### config.mk
export PLATFORM = sky130hd
export DESIGN_NAME = conv_enc_frame_ctrl
export DESIGN_NICKNAME = d
export VERILOG_FILES = /design/src/rtl/conv_enc_frame_ctrl.sv
export SDC_FILE = /design/constraint.sdc
export NUM_CORES = 1
export LEC_CHECK = 0
export BUFFER_PORTS_ARGS = -buffer_cell sky130_fd_sc_hd__buf_2
export CAP_MARGIN = 40
export CORE_MARGIN = 10
export CORE_UTILIZATION = 40
export CTS_CLUSTER_DIAMETER = 30
export DETAILED_ROUTE_END_ITERATION = 12
export PLACE_DENSITY = 0.69
export REMOVE_ABC_BUFFERS = 1
export SYNTH_ARGS = -nofsm -noshare
export SYNTH_HDL_FRONTEND = slang
export SYNTH_SLANG_ARGS = --single-unit
### constraint.sdc
create_clock -name clk -period 2.6 [get_ports clk]
set_clock_uncertainty 0.15 [all_clocks]
set_input_delay 0.26 -clock clk [delete_from_list [all_inputs] [get_ports clk]]
set_output_delay 0.26 -clock clk [all_outputs]
set_load 0.02 [all_outputs]
### src/rtl/conv_enc_frame_ctrl.sv
// conv_enc_frame_ctrl: frame sequencer for a rate-1/2 K=3 convolutional encoder with tail flush
module conv_enc_frame_ctrl #(
  parameter int         FRAME_LEN = 4,
  parameter logic [2:0] G0        = 3'b111,
  parameter logic [2:0] G1        = 3'b101
) (
  input  logic                 clk,
  input  logic                 rst_n,
  input  logic                 in_valid,
  output logic                 in_ready,
  input  logic [FRAME_LEN-1:0] in_data,
  output logic                 out_valid,
  input  logic                 out_ready,
  output logic [1:0]           out_sym,
  output logic                 out_last,
  output logic                 busy
);
  localparam int CW = $clog2(FRAME_LEN + 2) + 1;
  typedef enum logic [1:0] {IDLE, ENCODE, FLUSH} state_t;
  state_t               state;
  logic [FRAME_LEN-1:0] frame;
  logic [FRAME_LEN-1:0] frame_nxt;
  logic                 s1, s2, b, nb;
  logic [CW-1:0]        cnt;
  logic [CW-1:0]        cnt_nxt;
  function automatic logic [1:0] enc(input logic [2:0] r);
    return {^(G0 & r), ^(G1 & r)};
  endfunction
  // shifting the frame left feeds zeros in behind the data, which are exactly the tail bits
  assign frame_nxt = frame << 1;
  assign b         = frame[FRAME_LEN-1];
  assign nb        = frame_nxt[FRAME_LEN-1];
  assign cnt_nxt   = cnt + CW'(1);
  always_ff @(posedge clk or negedge rst_n) begin
    if (!rst_n) begin
      state     <= IDLE;
      frame     <= '0;
      s1        <= 1'b0;
      s2        <= 1'b0;
      cnt       <= '0;
      in_ready  <= 1'b0;
      out_valid <= 1'b0;
      out_sym   <= 2'b00;
      out_last  <= 1'b0;
      busy      <= 1'b0;
    end else if (state == IDLE) begin
      in_ready <= 1'b1;
      if (in_valid && in_ready) begin
        state     <= ENCODE;
        frame     <= in_data;
        s1        <= 1'b0;
        s2        <= 1'b0;
        cnt       <= '0;
        in_ready  <= 1'b0;
        out_valid <= 1'b1;
        out_sym   <= enc({in_data[FRAME_LEN-1], 2'b00});
        out_last  <= 1'b0;
        busy      <= 1'b1;
      end
    end else if (out_ready) begin
      frame <= frame_nxt;
      s1    <= b;
      s2    <= s1;
      cnt   <= cnt_nxt;
      if (cnt_nxt == CW'(FRAME_LEN + 2)) begin
        state     <= IDLE;
        in_ready  <= 1'b1;
        out_valid <= 1'b0;
        out_last  <= 1'b0;
        busy      <= 1'b0;
      end else begin
        state    <= (cnt_nxt >= CW'(FRAME_LEN)) ? FLUSH : ENCODE;
        out_sym  <= enc({nb, b, s1});
        out_last <= cnt_nxt == CW'(FRAME_LEN + 1);
      end
    end
  end
endmodule
## After elaboration in Yosys (flattened, before gate mapping)

Cells that the tools add are included.
W data, S select, Z words.

- Equality and inequality tests: 4
- Muxes and demuxes: 29
- Magnitude comparators: 1
- Reduce and logical (&&, ||, !) cells: 11
- $add $sub $neg: 1

Operators by type and width:

| kind | count |
|---|---|
| $mux W4 | 6 |
| $mux W2 | 9 |
| $mux W1 | 14 |
| $reduce_xor A3 Y1 | 3 |
| $eq A4 B3 Y1 const B | 2 |
| $reduce_and A3 Y1 | 2 |
| $add A4 B1 Y4 const B | 1 |
| $ge A4 B3 Y1 const B | 1 |
| $reduce_and A2 Y1 | 2 |
| $reduce_bool A2 Y1 | 2 |
| $logic_not A2 Y1 | 1 |
| $ne A2 B1 Y1 const B | 1 |
| $ne A2 B2 Y1 const B | 1 |
| $logic_and A1 B1 Y1 | 1 |

- Logic and storage cells: 54
- Flip-flop bits (word level): 16
- Input bits: 8
- Output and inout port bits: 6

## Depth between registers and ports, before layout

Gate-level depths: netlist (run 1).

- Word-level depth: 6
- Gate-level depth with buffers: 6
- Depth with buffers taken out: 6

## Least setup slack after synthesis (run 1)

Ideal clock, no wire load.

- Path type: register to register
- From: register cnt[0]
- To: register out_sym[0]
- Setup time: 119 ps
- Period minus slack after synthesis: 1,865 ps
- Arrival time: 1,597 ps
- Data required time: 2,331 ps
- Path buffers: 0
- Stages on the path, launching flop included: 6
- Slack: 735 ps
- Path through: dfrtp_1 > ha_1 > and4bb_2 > a41o_1 > o32a_1 > o21a_1

- Cells in the longest elaborated chain, start to end: 4

RTL lines:

| item | RTL line | text |
|---|---|---|
| start: declaration | 24 | `logic [CW-1:0] cnt;` |
| start signal: assignment | 64 | `cnt <= cnt_nxt;` |
| $add A4 B1 Y4 | 33 | `assign cnt_nxt = cnt + CW'(1);` |
| $eq A4 B3 Y1 | 65 | `if (cnt_nxt == CW'(FRAME_LEN + 2)) begin` |
| $ne A2 B2 Y1 (no source line) | - |  |
| $reduce_and A3 Y1 (no source line) | - |  |
| end signal: assignment | 56 | `out_sym <= enc({in_data[FRAME_LEN-1], 2'b00});` |
| end signal: assignment | 73 | `out_sym <= enc({nb, b, s1});` |
| end: declaration | 14 | `output logic [1:0] out_sym,` |

Every way passes these cells.
A chain may end at the register's enable or synchronous reset.

## Worst setup path in the final report (run 1)

Same ends and word-level chain as after synthesis.

==> results.yml, run 1 <==
synth:
  synth_seq_cells: 16
  syn_area_um2: 846
  async_reset_ff_frac: 1.00
  synth.avg_cell_area_um2: 10.1
  synth.distinct_cells: 30
  yosysWarnings: 0
  synth_edf_count: 0
  synthFlopType: "dfrtp_1"
  synthCells: 84
  ys_seq_area_frac: 0.473
detailed_routing:
  ant_nets: 0
  viasPerCell: 5.66
  drt-total-wl_mm: 1.83
  drt_iter0_markers: 31
  wire_per_inst_um: 14.6
  firstDrtPassIters: 4
  drcViolationCount: 0
  num_vias: 708
placement:
  port_buffers: 13
  gp_congestion: 0.829
  dp_hpwl_mm: 1.37
  placedInstanceArea_um2: 927
cts:
  cts-root-buf: "clkbuf_4"
  clock_latency_ns: 0.29
  hold_buffers: 1
  htree_levels: 1
  cts_resized: 0
  clkTransAtPathRegs_ns: 0.09
  numCtsBuffers: 3
  clock_sinks: 16
  cts_tree: "done"
  cts_setup_buffers: 0
  clockBufferDepth: 2
status:
  status: "finished clean"
die:
  core_area_um2: 1980
  die_y_um: 66.0
  die-area_um2: 4350
  die_w_um: 66.0
  fp-row-count: 16
  start_util: 0.427
  io_pins: 14
layout:
  nNetsFinal: 111
  drive_gt1_frac: 0.214
  regArea_um2: 400
  multi_input_area_um2: 417
  syn2layout_area_growth_pct: 13.5
  mostFrequentLayoutCells: "dfrtp_1 (16), buf_2 (13), nand2_1 (11)"
  final_common_cell: "dfrtp_1"
  num-fill-cells: 187
  design_area_um2: 960
  antenna-diode-count: 0
global_route:
  grt_pass1_vias: 691
  grt_pass1_wl_mm: 3.15
  overflow: 0
  grt_usage: 0.0913
  antenna_found_initial: 0
  grt_max_degree: 17
timing:
  holdWs_ns: 0.0456
  fin_setup_tns_ns: 0
  rsz0062_at_grt: "false"
  worst_slew_pin_slew_ns: 0.786
  drv_slew: 0
  maxSlewHeadroom: 0.474
  setup_viol: 0
  final-hold-violation-count: 0
  clock.fmax_mhz: 494
  min_period_ns: 2.03
  post-route-period-util: 0.779
job:
  maxCapViolations: 0
setup_path:
  worst_setup_path_start_kind: "flop"
  critPathTopFamily: "compound AO/OA/AOI/OAI gates"
  critical_path_class: "flop to flop"
  reg2reg_depth: 5
  crit_chain: "ha_1, and4bb_2, a41o_1, o32a_1, o21a_1"
  path_depth: 5
  crit_buf_inv: 0
  end_kind: "flop"
  crit_fanout: 8
  arrival_ns: 2.06
  cp.required_ns: 2.63
  cpPeakStageDelay_ns: 0.47
  cpMaxStageDelayCell: "dfrtp_1"
pwr:
  powerDensity_nw_per_um2: 1160
  irDropWorstVdd_v: 0.000627
  p_leak_nw: 0.450
  total_power_mw: 1.11
hold_path:
  hold_class: "input port to flop"
  worstHoldPathCells: 3
==> cell usage after synthesis (all sizes together), types with 2 or more instances <==
cell / count / area share
inv: 3 / 0.013
nor2: 6 / 0.027
a41oi: 2 / 0.021
ha: 3 / 0.044
buf: 3 / 0.021
xor2: 2 / 0.021
a21oi: 5 / 0.030
o21a: 2 / 0.018
a22oi: 3 / 0.027
nand2: 11 / 0.049
and4bb: 2 / 0.030
o21ai: 7 / 0.041
a22o: 3 / 0.031
nand3: 2 / 0.012
dfrtp: 16 / 0.47
==> cells by family (layout without fill, tap and decap cells) <==
family,Yosys count,count (layout),share of synthesized area
compound gates,28,28,0.240
xor+xnor,3,3,0.0311
fa+ha+maj,3,3,0.0444
buf+inv,6,20,0.0340
flops,16,16,0.473
simple gates,28,28,0.178
==> worst min-delay path: stages <==
cell	delay, ns
buf_2	0.08
a22oi_1	0.06
nand2_1	0.06
==> path summary, 6_finish.rpt <==
check | startpoint | slack [ns] | to
max reg2reg | cnt[0] | 0.57 | out_sym[0]
min in group asynchronous | rst_n | 0.25 | cnt[2]
min reg2reg | frame[1] | 0.34 | frame[1]
max | cnt[0] | 0.57 | out_sym[0]
min | in_data[1] | 0.05 | frame[1]
max in group asynchronous | rst_n | 1.78 | state[0]
==> final cells by class <==
cell class	count	area share
Clock buffer	3	0.0235
Inverter	3	0.0117
Multi-Input combinational cell	62	0.434
Sequential cell	16	0.417
Tap cell	27	0.0352
Timing Repair Buffer	14	0.0782
==> stage by stage <==
| step | util | cells | worst slack (ns) |
|---|---|---|---|
| final | 0.484 | 125 | 0.575 |
| after global routing | 0.484 | 125 | 0.417 |
| after CTS | 0.484 | 125 | 0.583 |
| after detailed placement | 0.468 | 121 | 0.608 |
| after global placement | 0.468 | 121 | 0.605 |
| after floorplan | - | 81 | 0.735 |
==> where the power goes <==
part / switching (mW) / total [mW] / internal, mW
registers: 0.119 / 0.473 / 0.354
logic: 0.282 / 0.510 / 0.229
clock network: 0.0750 / 0.129 / 0.0539
==> metal layers <==
layer | vias to the layer above | routed length (um) | track usage
li1 | 338 | - | -
met1 | 340 | 856 | 0.114
met2 | 26 | 783 | 0.132
met3 | 4 | 166 | 0.0492
met4 | 0 | 20 | 0.0262
met5 | - | 0 | 0
==> sequential cells by signal, summed over array words and instances, names as in the netlist <==
register,flops
out_last,1
cnt,4
out_sym,2
frame,4
s1,1
in_ready,1
busy,1
state,2
Power figures use the tool's default switching activity.
==> inputs of run 2 (changes only) <==
--- a/config.mk
+++ b/config.mk
@@ -11,7 +11,7 @@
 export CORE_UTILIZATION = 40
 export CTS_CLUSTER_DIAMETER = 30
 export DETAILED_ROUTE_END_ITERATION = 12
-export PLACE_DENSITY = 0.69
+export PLACE_DENSITY = 0.71
 export REMOVE_ABC_BUFFERS = 1
 export SYNTH_ARGS = -nofsm -noshare
 export SYNTH_HDL_FRONTEND = slang
==> constraint.sdc (replaced) <==
create_clock -name clk -period 1.7 [get_ports clk]
set_clock_uncertainty 0.15 [all_clocks]
set_input_delay 0.17 -clock clk [delete_from_list [all_inputs] [get_ports clk]]
set_output_delay 0.17 -clock clk [all_outputs]
set_load 0.02 [all_outputs]
==> run 2 against run 1 <==
  * The run now ends with setup timing left
  * Setup slack got worse by 0.65 ns
  * Critical endpoint unchanged
  * Critical path type unchanged
  * Sequential share of layout area fell by 7.0 points
  * Largest cell class unchanged
  * Utilization rose by 10 points
  * Highest routed layer unchanged
  * Worst hold slack improved by 0.020 ns
==> results.yml, run 2 (same netlist as run 1, synthesis figures left out) <==
status:
  status: "complete, but fails checks"
  violations: "setup timing"
global_route:
  grt_pass1_wl_mm: 3.55
  grt_usage: 0.102
  met2_usage: 0.156
  grt_pass1_vias: 772
  top_usage_layer: "met2"
  met1_usage: 0.123
  grt_max_degree: 17
  use_met3: 0.0339
  overflow: 0
  antenna_found_initial: 0
placement:
  place_ws_ns: -0.119
  dp_hpwl_mm: 1.51
  dp_cells: 134
  placedInstanceArea_um2: 1020
  gp_congestion: 0.902
  port_buffers: 13
hold_path:
  hold_class: "input port to flop"
  worstHoldPathCells: 3
setup_path:
  end_kind: "flop"
  arrival_ns: 1.81
  reg2reg_depth: 5
  cp.required_ns: 1.73
  worst_setup_path_start_kind: "flop"
  critical_path_class: "flop to flop"
  crit_fanout: 4
  regToRegSetupSlack_ns: -0.08
layout:
  mostFrequentLayoutCells: "buf_4 (15), dfrtp_1 (14), buf_2 (13)"
  multi_input_area_um2: 462
  nNetsFinal: 130
  finalNonFillerCells: 144
  final_util: 0.585
  design_area_um2: 1160
  antenna-diode-count: 0
  syn2layout_area_growth_pct: 37.1
  num-fill-cells: 172
  biggestRegsByFlops: "cnt: 4 flops, frame: 4 flops"
  drive_gt1_frac: 0.376
  regArea_um2: 403
  final_common_cell: "buf_4"
timing:
  setup_viol: 2
  final-hold-violation-count: 0
  min_period_ns: 1.78
  maxSlewHeadroom: 0.755
  rsz0062_at_grt: "true"
  post-route-period-util: 1.04
  holdWs_ns: 0.0657
  drv_slew: 0
  fin_setup_tns_ns: -0.101
  finalWorstSetupSlack_ns: -0.0759
  worst_slew_pin_slew_ns: 0.368
  clock.fmax_mhz: 563
cts:
  clockBufferDepth: 2
  clock_sinks: 16
  cts-root-buf: "clkbuf_4"
  numCtsBuffers: 3
  clock_latency_ns: 0.28
  cts_tree: "done"
  htree_levels: 1
  clkTransAtPathRegs_ns: 0.09
die:
  core_area_um2: 1980
  die_w_um: 66.0
  fp-row-count: 16
  io_pins: 14
  start_util: 0.427
  die-area_um2: 4350
  die_y_um: 66.0
pwr:
  irDropWorstVdd_v: 0.000906
  total_power_mw: 1.98
  p_leak_nw: 0.543
  powerDensity_nw_per_um2: 1710
detailed_routing:
  firstDrtPassIters: 4
  viasPerCell: 5.35
  drcViolationCount: 0
  drt_iter0_markers: 19
  num_vias: 770
  ant_nets: 0
  drt-total-wl_mm: 2.05
  wire_per_inst_um: 14.3
job:
  maxCapViolations: 0
-- run 2: changes by cell type in the layout (fill, tap and decap cells not counted), moves of 2 or more --
cell | previous run | this run
dfrtp_2 | 0 | 2
ha_1 | 3 | 1
ha_4 | 0 | 2
buf_4 | 0 | 15
dlygate4sd3_1 | 1 | 5
dfrtp_1 | 16 | 14
-- run 2: report_power, final --
group	switching, mW	total, mW	leakage, nW	internal (mW)
registers	0.157	0.704	0.197	0.547
clock network	0.117	0.199	0.0138	0.0823
logic	0.534	1.08	0.332	0.543
-- run 2: path summary, 6_finish.rpt --
kind | start | endpoint
max | cnt[0] | out_sym[0]
min | in_valid | busy
max reg2reg | cnt[0] | out_sym[0]
min reg2reg | frame[1] | frame[1]
max in group asynchronous | rst_n | cnt[0]
min in group asynchronous | rst_n | out_last
-- run 2: area by class of cell --
type,count,share of cell area
Tap cell,27,0.0291
Multi-Input combinational cell,62,0.398
Sequential cell,16,0.347
Clock buffer,3,0.0194
Timing Repair Buffer,33,0.196
Inverter,3,0.00971
-- run 2: metal layers --
metal | part of all wire | wire length [um] | vias up
li1 | - | - | 376
met1 | 0.43 | 889 | 375
met2 | 0.50 | 1020 | 13
met3 | 0.044 | 90 | 6
met4 | 0.027 | 55 | 0
met5 | 0 | 0 | -
-- run 2: critical path: stages, from the launching register on --
cell	delay (ns)
dfrtp_2	0.47
ha_4	0.18
and4bb_2	0.23
a41o_1	0.21
o32a_1	0.33
o21a_1	0.10
-- run 2: timing repair --
action	in CTS	in global routing
hold buffers	5	0
buffers inserted	1	1
resized for setup	5	7
pin swaps	0	3
endpoints found under the hold margin	20	0
endpoints found under the setup margin	3	8
==> inputs of run 3 (changes only) <==
--- a/config.mk
+++ b/config.mk
@@ -11,7 +11,6 @@
 export CORE_UTILIZATION = 40
 export CTS_CLUSTER_DIAMETER = 30
 export DETAILED_ROUTE_END_ITERATION = 12
-export PLACE_DENSITY = 0.71
 export REMOVE_ABC_BUFFERS = 1
 export SYNTH_ARGS = -nofsm -noshare
 export SYNTH_HDL_FRONTEND = slang
==> run 3 against run 2 <==
  * The flow still finishes with violations (setup timing)
  * Wire length grew 2.7%
  * Register-to-register slack lost 0.02 ns
  * Via count shrank 2.5%
  * Largest power group unchanged
  * Total power shrank 6.2%
==> results.yml, run 3 (same netlist as run 1, synthesis figures left out) <==
status:
  status: "complete, but fails checks"
  violations: "setup timing"
setup_path:
  worst_setup_path_start_kind: "flop"
  path_depth: 6
  regToRegSetupSlack_ns: -0.1
  crit_fanout: 4
  critical_path_class: "flop to flop"
  cpPeakStageDelay_ns: 0.41
  end_kind: "flop"
  reg2reg_depth: 6
  cpMaxStageDelayCell: "dfrtp_1"
  arrival_ns: 1.82
  r2r-end: "out_sym[0]"
  critPathTopFamily: "compound AO/OA/AOI/OAI gates"
  crit_chain: "inv_2, ha_2, and4bb_2, a41o_1, o32a_1, o21a_1"
  worstReg2RegStart: "cnt[1]"
  crit_buf_inv: 1
  cp.required_ns: 1.72
detailed_routing:
  drcViolationCount: 0
  drt_iter0_markers: 26
  firstDrtPassIters: 4
  viasPerCell: 5.33
  drt-total-wl_mm: 2.11
  num_vias: 751
  ant_nets: 0
  wire_per_inst_um: 15.0
layout:
  biggestRegsByFlops: "cnt: 4 flops, frame: 4 flops"
  antenna-diode-count: 0
  final_util: 0.552
  nNetsFinal: 127
  syn2layout_area_growth_pct: 29.4
  finalNonFillerCells: 141
  drive_gt1_frac: 0.316
  final_common_cell: "dfrtp_1"
  mostFrequentLayoutCells: "dfrtp_1 (16), buf_2 (13), buf_4 (12)"
global_route:
  grt_usage: 0.106
  grt_max_degree: 17
  grt_pass1_wl_mm: 3.66
  antenna_found_initial: 0
  overflow: 0
  grt_pass1_vias: 821
timing:
  post-route-period-util: 1.06
  clock.fmax_mhz: 556
  min_period_ns: 1.80
  holdWs_ns: 0.0233
  maxSlewHeadroom: 0.751
  drv_slew: 0
  final-hold-violation-count: 0
  finalWorstSetupSlack_ns: -0.0983
  rsz0062_at_grt: "true"
  fin_setup_tns_ns: -0.0983
  worst_slew_pin_slew_ns: 0.373
  setup_viol: 1
die:
  die-area_um2: 4350
  die_w_um: 66.0
  core_area_um2: 1980
  io_pins: 14
  die_y_um: 66.0
  fp-row-count: 16
  start_util: 0.427
placement:
  port_buffers: 13
  gp_congestion: 0.793
  dp_cells: 133
  dp_hpwl_mm: 1.61
cts:
  cts_tree: "done"
  clock_sinks: 16
  clkTransAtPathRegs_ns: 0.09
  clock_latency_ns: 0.28
  clockBufferDepth: 2
  cts-root-buf: "clkbuf_4"
  numCtsBuffers: 3
  htree_levels: 1
  cts_setup_buffers: 0
job:
  maxCapViolations: 0
pwr:
  irDropWorstVdd_v: 0.000805
  p_leak_nw: 0.521
  powerDensity_nw_per_um2: 1700
  total_power_mw: 1.86
hold_path:
  worstHoldPathCells: 3
  min_from: "in_valid"
  hold_class: "input port to flop"
  hold_end: "busy"
[run 3: cell type report]
| type | count | area, um^2 |
|---|---|---|
| Fill cell | 196 | 887 |
| Tap cell | 27 | 33.8 |
| Inverter | 3 | 11.3 |
| Sequential cell | 16 | 400 |
| Multi-Input combinational cell | 62 | 422 |
| Clock buffer | 3 | 22.5 |
| Timing Repair Buffer | 30 | 205 |
[run 3: where the power goes]
group	total [mW]	leakage [nW]	switching (mW)	internal (mW)
sequential	0.680	0.199	0.138	0.542
clock	0.195	0.0138	0.113	0.0820
combinational	0.981	0.308	0.507	0.473
[run 3: what timing repair did]
action / CTS / global route
setup endpoints to repair: 4 / 4
pin swaps: 0 / 0
hold endpoints to repair: 20 / 0
hold buffers: 5 / 0
resized for setup: 3 / 0
[run 3: worst min-delay path, cell delays in order]
cell     delay, ns
buf_2         0.08
nand3_1       0.09
nand2_1       0.07
[run 3: worst max path at each step]
stage	startpoint	to	slack, ns
floorplan	cnt[0]	out_sym[0]	-0.17
global placement	cnt[1]	out_sym[0]	-0.06
detailed placement	cnt[1]	out_sym[0]	-0.12
CTS	cnt[1]	out_sym[0]	-0.09
global route	cnt[1]	out_sym[0]	-0.17
finish	cnt[1]	out_sym[0]	-0.1
[run 3: through the flow]
stage / cell area [um^2] / worst slack (ns)
2_1_floorplan: 828 / -0.165
3_5_place_dp: 1020 / -0.125
6_report: 1090 / -0.0983
4_1_cts: 1090 / -0.0946
5_1_grt: 1090 / -0.174
3_3_place_gp: 1020 / -0.0554
[run 3: routing by layer]
layer	vias up	wire length (um)	GRT usage
met3	4	116	0.0407
met1	360	967	0.116
met4	0	18	0.0497
met2	14	1010	0.175
li1	373	-	-
met5	-	0	0
